**src/rtl/axis_pkg.sv**
```systemverilog
// Shared types and helpers for the AXI-Stream packet FIFO.
// Holds the pointer-width rule, the write FSM encoding and the tuser error-bit position.
package axis_pkg;

  // Pointers carry one extra bit so that full and empty can be told apart.
  function automatic int ptr_width(input int depth);
    return $clog2(depth) + 1;
  endfunction

  typedef enum logic {
    ACCEPT = 1'b0,
    DROP   = 1'b1
  } wr_state_t;

  localparam int USER_ERR_BIT = 0;

endpackage

```
**src/rtl/axis_fifo_ram.sv**
```systemverilog
// Simple dual-port beat store: synchronous write, asynchronous read.
// The storage has no reset so that it can map onto block or distributed RAM.
module axis_fifo_ram #(
  parameter int WIDTH = 10,
  parameter int DEPTH = 16
) (
  input  logic                     clk,
  input  logic                     we,
  input  logic [$clog2(DEPTH)-1:0] waddr,
  input  logic [WIDTH-1:0]         wdata,
  input  logic [$clog2(DEPTH)-1:0] raddr,
  output logic [WIDTH-1:0]         rdata
);

  logic [WIDTH-1:0] mem [DEPTH];

  always_ff @(posedge clk) begin
    if (we) mem[waddr] <= wdata;
  end

  assign rdata = mem[raddr];

endmodule

```
**src/rtl/axis_packet_fifo.sv**
```systemverilog
// Store-and-forward AXI-Stream packet FIFO: a packet is released only after a clean tlast,
// and bad or oversize packets are rewound away so that no partial packet is ever emitted.
module axis_packet_fifo
  import axis_pkg::*;
#(
  parameter int AXIS_BYTES     = 1,
  parameter int AXIS_USER_BITS = 1,
  parameter int DEPTH          = 16
) (
  input  logic                       clk,
  input  logic                       areset,
  output logic                       axis_i_tready,
  input  logic                       axis_i_tvalid,
  input  logic                       axis_i_tlast,
  input  logic [AXIS_BYTES*8-1:0]    axis_i_tdata,
  input  logic [AXIS_USER_BITS-1:0]  axis_i_tuser,
  input  logic                       axis_o_tready,
  output logic                       axis_o_tvalid,
  output logic                       axis_o_tlast,
  output logic [AXIS_BYTES*8-1:0]    axis_o_tdata,
  output logic [AXIS_USER_BITS-1:0]  axis_o_tuser,
  output logic                       drop_o,
  output logic [$clog2(DEPTH):0]     level_o
);

  localparam int PW = ptr_width(DEPTH);
  localparam int AW = PW - 1;
  localparam int DB = AXIS_BYTES * 8;
  localparam int DW = 1 + AXIS_USER_BITS + DB;

  wr_state_t state, state_nxt;
  logic [PW-1:0] wr_ptr, commit_ptr, rd_ptr;
  logic [PW-1:0] wr_ptr_nxt, commit_nxt;
  logic [PW-1:0] used;
  logic          full, oversize, in_hs, in_err, wr_en, drop_nxt, rd_load;
  logic [DW-1:0] wdata, rdata;

  assign used     = wr_ptr - rd_ptr;
  assign full     = (used == PW'(DEPTH));
  // Full with nothing committed: the open packet can never fit, so it is dropped.
  assign oversize = full && (commit_ptr == rd_ptr);
  assign level_o  = used;

  // Oversize keeps tready high so the discarded beats keep flowing into DROP.
  always_comb begin
    axis_i_tready = 1'b0;
    if (!areset) begin
      if (state == DROP) axis_i_tready = 1'b1;
      else               axis_i_tready = !full || oversize;
    end
  end

  assign in_hs  = axis_i_tvalid && axis_i_tready;
  assign in_err = axis_i_tuser[USER_ERR_BIT];
  assign wr_en  = (state == ACCEPT) && in_hs && !full;
  assign wdata  = {axis_i_tlast, axis_i_tuser, axis_i_tdata};

  always_comb begin
    state_nxt  = state;
    wr_ptr_nxt = wr_ptr;
    commit_nxt = commit_ptr;
    drop_nxt   = 1'b0;
    case (state)
      ACCEPT: begin
        if (oversize) begin
          wr_ptr_nxt = commit_ptr;
          drop_nxt   = 1'b1;
          if (!(in_hs && axis_i_tlast)) state_nxt = DROP;
        end else if (wr_en) begin
          if (axis_i_tlast && in_err) begin
            wr_ptr_nxt = commit_ptr;
            drop_nxt   = 1'b1;
          end else begin
            wr_ptr_nxt = wr_ptr + 1'b1;
            if (axis_i_tlast) commit_nxt = wr_ptr + 1'b1;
          end
        end
      end
      DROP: begin
        if (in_hs && axis_i_tlast) state_nxt = ACCEPT;
      end
      default: state_nxt = ACCEPT;
    endcase
  end

  always_ff @(posedge clk or posedge areset) begin
    if (areset) begin
      state      <= ACCEPT;
      wr_ptr     <= '0;
      commit_ptr <= '0;
      drop_o     <= 1'b0;
    end else begin
      state      <= state_nxt;
      wr_ptr     <= wr_ptr_nxt;
      commit_ptr <= commit_nxt;
      drop_o     <= drop_nxt;
    end
  end

  axis_fifo_ram #(
    .WIDTH (DW),
    .DEPTH (DEPTH)
  ) u_ram (
    .clk   (clk),
    .we    (wr_en),
    .waddr (wr_ptr[AW-1:0]),
    .wdata (wdata),
    .raddr (rd_ptr[AW-1:0]),
    .rdata (rdata)
  );

  assign rd_load = (rd_ptr != commit_ptr) && (!axis_o_tvalid || axis_o_tready);

  always_ff @(posedge clk or posedge areset) begin
    if (areset) begin
      rd_ptr        <= '0;
      axis_o_tvalid <= 1'b0;
      axis_o_tlast  <= 1'b0;
      axis_o_tuser  <= '0;
      axis_o_tdata  <= '0;
    end else if (rd_load) begin
      rd_ptr        <= rd_ptr + 1'b1;
      axis_o_tvalid <= 1'b1;
      axis_o_tlast  <= rdata[DW-1];
      axis_o_tuser  <= rdata[DB +: AXIS_USER_BITS];
      axis_o_tdata  <= rdata[DB-1:0];
    end else if (axis_o_tready) begin
      axis_o_tvalid <= 1'b0;
    end
  end

endmodule
```
**config.mk**
```make
export PLATFORM = sky130hd
export DESIGN_NAME = axis_packet_fifo
export DESIGN_NICKNAME = d
export VERILOG_FILES = /design/src/rtl/axis_pkg.sv /design/src/rtl/axis_fifo_ram.sv /design/src/rtl/axis_packet_fifo.sv
export SDC_FILE = /design/constraint.sdc
export NUM_CORES = 1
export LEC_CHECK = 0
export CAP_MARGIN = 10
export CELL_PAD_IN_SITES_DETAIL_PLACEMENT = 0
export CELL_PAD_IN_SITES_GLOBAL_PLACEMENT = 2
export CORE_MARGIN = 1
export CORE_UTILIZATION = 30
export DETAILED_ROUTE_END_ITERATION = 10
export GPL_ROUTABILITY_DRIVEN = 0
export PLACE_DENSITY = 0.57
export SLEW_MARGIN = 20
export SYNTH_ARGS = -nofsm -noshare
export SYNTH_HDL_FRONTEND = slang
export SYNTH_HIERARCHICAL = 1
export SYNTH_SLANG_ARGS = --single-unit
export TNS_END_PERCENT = 50
```
**constraint.sdc**
```tcl
create_clock -name clk -period 9.55 [get_ports clk]
set_input_delay 1.91 -clock clk [delete_from_list [all_inputs] [get_ports clk]]
set_output_delay 1.91 -clock clk [all_outputs]
set_load 0.03 [all_outputs]
```
# [Yosys cells after proc, flatten, opt, wreduce, memory -nomap -nowiden]
# Memories as Yosys holds them, arrays and structs flattened. A register that Yosys moved wholly into a read port is not among the register bits.
# Cells that the tools add are included.
[word_totals] word_cells=47 mem_bits_rw=160 input_bits=14 out_inout_bits=18 ff_bits=18 mem_count=1
[op_classes] eq_ne=3 n_reduce_logical=15 mux=16 n_bitwise=3 n_addsub=3
[memory_table] name="u_ram.mem" words=16 word_bits=10 rd=1 rd_ports_with_merged_regs=1 wr=1 line="axis_fifo_ram.sv:15" source="logic [WIDTH-1:0] mem [DEPTH];"
[op_table] op="$mux W5" count=3
[op_table] op="$mux W1" count=12
[op_table] op="$add A5 B1 Y5 const B" count=2
[op_table] op="$logic_and A1 B1 Y1" count=7
[op_table] op="$eq A5 B5 Y1" count=1
[op_table] op="$eq A5 B5 Y1 const B" count=1
[op_table] op="$ne A5 B5 Y1" count=1
[op_table] op="$reduce_and A5 Y1" count=1
[op_table] op="$sub A5 B5 Y5" count=1
[op_table] op="$reduce_bool A2 Y1" count=2
[op_table] op="$not A1 Y1" count=3
[op_table] op="$logic_not A1 Y1" count=2
[op_table] op="$logic_or A1 B1 Y1" count=2
[op_table] op="$pmux W1 S2" count=1
[op_table] op="$reduce_and A2 Y1" count=1

# [Depth between registers and ports, before layout]
[logic_depth] word_depth=12 ltp_mapped=12 depth_no_buf=11

# [By module]
# Netlist, hierarchy kept.
[by_module_without_submodules] module="axis_fifo_ram" area_each_um2=6153.4 seq_area_each_um2=4804.6 cells_each=269 instances=1
[by_module_without_submodules] module="axis_packet_fifo" area_each_um2=1541.5 seq_area_each_um2=700.7 cells_each=130 instances=1

# [Worst setup path before layout]
# No wires, ideal clock.
[synth_timing] kind="flip-flop to output port" start="register wr_ptr[0]" end="output axis_i_tready" required_time_ps=7640 path_stages_with_launch=9 n_path_buf=0 arrival_ps=2572 setup_slack_ps=5068 path_cell_list="dfrtp_1 -> inv_1 -> ha_1 -> inv_1 -> fa_1 -> xor2_2 -> nor4b_1 -> mux2_4 -> a31oi_1"
[synth_between] elab_chain_cells=6 word_cells_on_any_way=7 cone_classes="add/sub (1); eq/ne (1); mux (2); reduce/logical (3)"
[synth_rtl] item="start: declaration" line="axis_packet_fifo.sv:32" source="logic [PW-1:0] wr_ptr, commit_ptr, rd_ptr;"
[synth_rtl] item="start signal: assignment" line="axis_packet_fifo.sv:94" source="wr_ptr <= wr_ptr_nxt;"
[synth_rtl] item="$sub A5 B5 Y5 *" line="axis_packet_fifo.sv:38" source="assign used = wr_ptr - rd_ptr;"
[synth_rtl] item="named net level_o[2]" line="axis_packet_fifo.sv:23" source="output logic [$clog2(DEPTH):0] level_o"
[synth_rtl] item="$eq A5 B5 Y1 *" line="axis_packet_fifo.sv:39" source="assign full = (used == PW'(DEPTH));"
[synth_rtl] item="$logic_not A1 Y1 / $logic_and A1 B1 Y1 (equally long branches)" line="axis_packet_fifo.sv:49, axis_packet_fifo.sv:41"
[synth_rtl] item="$logic_or A1 B1 Y1 *" line="axis_packet_fifo.sv:49" source="else axis_i_tready = !full || oversize;"
[synth_rtl] item="$mux W1 *" line="axis_packet_fifo.sv:48" source="if (state == DROP) axis_i_tready = 1'b1;"
[synth_rtl] item="$mux W1 *" line="axis_packet_fifo.sv:47" source="if (!areset) begin"
[synth_rtl] item="end: declaration" line="axis_packet_fifo.sv:12" source="output logic axis_i_tready,"
# Mark *: on every way through the listed nets, which the timed path passes. The rest lies on a longest branch.

# [Worst setup path in the final report]
[layout_timing] start="register rd_ptr[0]" end="output axis_i_tready"
[layout_between] elab_chain_cells=6 word_cells_on_any_way=8 cone_classes="add/sub (1); eq/ne (2); mux (2); reduce/logical (3)"
[layout_rtl] item="start: declaration" line="axis_packet_fifo.sv:32"
[layout_rtl] item="start signal: assignment" line="axis_packet_fifo.sv:122" source="rd_ptr <= rd_ptr + 1'b1;"
[layout_rtl] item="$sub A5 B5 Y5" line="axis_packet_fifo.sv:38"
[layout_rtl] item="$eq A5 B5 Y1" line="axis_packet_fifo.sv:39"
[layout_rtl] item="$logic_not A1 Y1 / $logic_and A1 B1 Y1 (equally long branches)" line="axis_packet_fifo.sv:49, axis_packet_fifo.sv:41"
[layout_rtl] item="$logic_or A1 B1 Y1 *" line="axis_packet_fifo.sv:49"
[layout_rtl] item="$mux W1 *" line="axis_packet_fifo.sv:48"
[layout_rtl] item="$mux W1 *" line="axis_packet_fifo.sv:47"
# Mark *: on every way between the ends. The rest lies on a longest branch, timed or not.

==> run_results.csv <==
group,metric,value,unit
sta,timing.setup.tns,0,ns
sta,finalCritPeriodShare,58.1,%
finish,syn_to_final_growth,16.5,%
cts,ctsResizeCount,0,
power,clock_power_share,24.5,%
route,drt_pass1_iterations,7,
power,p_int,0.00181,W
yosys,synth-warning-count,6,
floorplan,coreArea,0.0252,mm^2
status,run_status,"complete, no violations",
route,drt_drc_violations_left,0,
grt,overflow_left_after_global_routing,0,
finish,mostFrequentLayoutCells,"sky130_fd_sc_hd__edfxtp_1, sky130_fd_sc_hd__clkdlybuf4s50_1, sky130_fd_sc_hd__mux4_2",
grt,grt_pass1_vias,4043,
route,post_drt_via_cell_ratio,4.90,
yosys,yosys_most_used_dff,"sky130_fd_sc_hd__edfxtp_1",
sta,slew_violations,0,
place,place.port_buffers,31,
setup_path,critical_path_required,7.64,ns
route,route.detailed.wl_per_inst,21.4,um
hold_path,worst_min_path_class,"reg2reg",
cts,cts_setup_buffers,0,
setup_path,worstPathArrival,3.64,ns
cts,numCtsBuffers,17,
cts,path_clk_slew,0.07,ns
yosys,ys_seq_area_share,71.5,%
grt,grt_start_max_net_pins,46,
grt,grt_antenna_before_repair,0,
sta,finalHoldViolCount,0,
finish,antenna_cells,0,
cts,clock_tree_from_tritoncts,"yes",
power,power.sequential.fraction,38.6,%
power,worst_vdd_ir,0.000121,V
setup_path,crit_path_start_kind,"flop",
power,power_frac_comb,37.0,%
yosys,syn_nets,420,
floorplan,dieArea,0.0263,mm^2
sta,slew_headroom,25.4,%
finish,fin_nets,461,
grt,track_usage,13.9,%
finish,drive_above_1_share,21.9,%
yosys,synth_enable_flop_cells,160,
setup_path,worstSetupEndpointType,"primary output",
power,total_switching_power,0.000991,W
power,netSwitchingFraction,35.4,%
grt,grt_first_pass_wirelength,26100,um
setup_path,worstPathMaxFanout,45,
sta,layout_min_cycle_time,5.55,ns
floorplan,count_of_pins_on_the_block_boundary,32,
setup_path,timing.setup.critical_path_class,"reg2out",
sta,rsz0062_at_grt,"false",
floorplan,floorplan.die.width,162,um
cts,cts.hold.buffers_added,0,
sta,tightestPinTransition,1.11,ns
place,dp_worst_setup_slack,4.35,ns
floorplan,height_of_the_die,162,um
cts,worst_skew_pair.late_latency,0.43,ns
cts,ctsHtreeMaxLevel,4,
finish,finish.instance_area,0.00897,mm^2
flow_run,max_cap_violations,0,
route,number_of_drc_markers_after_the_initial_detailed_route_iteration,343,
cts,clk_root_buffer_cell,"sky130_fd_sc_hd__clkbuf_16",
sta,clock-skew-final,0.0116,ns
yosys,syn-instance-count,399,
route,via_count,3835,
cts,clockBufferDepth,2,
yosys,synth_seq_cells,188,
floorplan,floorplan.rows,58,
route,detail-route-antenna-nets,0,
yosys,async_reset_ff_share,14.9,%
place,dp.final_hpwl,10300,um
place,placement.cell_area,0.00840,mm^2
finish,mostFrequentLayoutCell,"sky130_fd_sc_hd__edfxtp_1",
yosys,synth.avg_cell_area,19.3,um^2
sta,setup_viol,0,
power,power_leakage,3.00,nW
power,totalPowerFinal,0.00280,W
power,cellPowerDensity,312,mW/mm^2
cts,cts.sink_count,188,
yosys,post_synth_instance_area,0.00769,mm^2
yosys,post_synth_cell_types,43,
sta,achievable-frequency,180,MHz
floorplan,start_util,30.6,%
route,postRouteWirelength,16800,um
sta,final_critical_path_setup_slack,4.00,ns
per-stage QoR:
stage,util (%),cells,hold WS (ns)
2_1_floorplan,-,399,0.503
3_3_place_gp,33.3,751,0.493
3_5_place_dp,33.3,751,0.498
4_1_cts,35.6,783,0.515
5_1_grt,35.6,783,0.531
6_report,35.6,783,0.510
flip-flops by register name (all words and copies together) (netlist names), 5 cells and up:
| register | flops |
|---|---|
| axis_o_tdata | 8 |
| rd_ptr | 5 |
| wr_ptr | 5 |
| commit_ptr | 5 |
| u_ram/mem | 160 |
critical path, stage by stage (launching register included):
cell                              delay [ns]
sky130_fd_sc_hd__dfrtp_2                0.34
sky130_fd_sc_hd__buf_4                  0.63
sky130_fd_sc_hd__ha_1                   0.31
sky130_fd_sc_hd__inv_1                  0.06
sky130_fd_sc_hd__fa_1                   0.42
sky130_fd_sc_hd__a21o_1                 0.18
sky130_fd_sc_hd__a21oi_1                0.18
sky130_fd_sc_hd__xnor2_1                0.22
sky130_fd_sc_hd__a31oi_1                0.18
sky130_fd_sc_hd__clkdlybuf4s50_1        0.69
cells in the mapped netlist, types with 2 or more instances:
cell | number | area [um^2]
sky130_fd_sc_hd__xor2_1 | 5 | 43.8
sky130_fd_sc_hd__edfxtp_1 | 160 | 4800
sky130_fd_sc_hd__nand4_1 | 4 | 25.0
sky130_fd_sc_hd__xnor2_1 | 10 | 87.6
sky130_fd_sc_hd__nand3b_1 | 2 | 15.0
sky130_fd_sc_hd__mux4_2 | 28 | 631
sky130_fd_sc_hd__buf_4 | 2 | 15.0
sky130_fd_sc_hd__dfrtp_1 | 28 | 701
sky130_fd_sc_hd__nand2b_1 | 2 | 12.5
sky130_fd_sc_hd__mux2_2 | 12 | 135
sky130_fd_sc_hd__a22oi_1 | 23 | 173
sky130_fd_sc_hd__nor2b_1 | 2 | 12.5
sky130_fd_sc_hd__ha_1 | 6 | 75.1
sky130_fd_sc_hd__a2bb2oi_1 | 4 | 35.0
sky130_fd_sc_hd__nor2_1 | 14 | 52.6
sky130_fd_sc_hd__nand2_1 | 16 | 60.1
sky130_fd_sc_hd__buf_8 | 2 | 30.0
sky130_fd_sc_hd__mux2i_1 | 4 | 40.0
sky130_fd_sc_hd__buf_6 | 3 | 33.8
sky130_fd_sc_hd__buf_1 | 5 | 18.8
sky130_fd_sc_hd__nor3_1 | 5 | 25.0
sky130_fd_sc_hd__mux4_1 | 12 | 315
sky130_fd_sc_hd__nand3_1 | 4 | 20.0
sky130_fd_sc_hd__mux2_4 | 5 | 75.1
sky130_fd_sc_hd__inv_1 | 13 | 48.8
sky130_fd_sc_hd__o21ai_0 | 2 | 10.0
sky130_fd_sc_hd__a31oi_1 | 3 | 18.8
sky130_fd_sc_hd__a21oi_1 | 5 | 25.0
sky130_fd_sc_hd__clkbuf_1 | 4 | 15.0
metal layers:
layer / track usage [%] / share of wire, %
met1: 19.6 / 48
met2: 21.7 / 47
met3: 2.35 / 3.4
met4: 4.63 / 1.1
met5: 0 / 0
kinds of logic after synthesis:
| group | Yosys count | synth area share, % |
|---|---|---|
| multiplexers | 61 | 15.5 |
| adder cells (fa/ha/maj) | 7 | 1.24 |
| XOR/XNOR | 16 | 1.92 |
| AO/OA/AOI/OAI | 42 | 4.03 |
| flip-flops | 188 | 71.5 |
| buffers and inverters | 29 | 2.10 |
| AND/OR/NAND/NOR | 56 | 3.63 |
final timing paths:
check | depth (start not counted) | endpoint | slack, ns | start
setup / recovery | 9 | axis_i_tready | 4.00 | rd_ptr[0]
hold / removal | 1 | axis_o_tlast | 0.51 | axis_o_tlast
setup reg to reg | 11 | u_ram/mem[1][9] | 4.77 | rd_ptr[0]
hold reg to reg | 1 | axis_o_tlast | 0.51 | axis_o_tlast
max in group asynchronous | 3 | rd_ptr[0] | 7.30 | areset
min in group asynchronous | 3 | axis_o_tdata[3] | 1.94 | areset
power groups by stage:
stage / Sequential (W) / Clock [W] / Combinational [W]
after CTS: 0.00108 / 0.000707 / 0.00105
after global routing: 0.00109 / 0.000736 / 0.00112
after detailed placement: 0.00110 / 0 / 0.00105
after floorplan: 0.00111 / 0 / 0.000693
after global placement: 0.00109 / 0 / 0.00104
final: 0.00108 / 0.000686 / 0.00104
final cells by class:
type / instances / area (um^2)
clock buffer: 19 / 433
clock inverter: 13 / 130
fill: 2344 / 16200
inverter: 13 / 48.8
multi-input combinational: 182 / 2070
sequential: 188 / 5510
tap: 330 / 413
timing repair buffer: 38 / 363
Note: power is estimated with default switching activity, not from simulation.
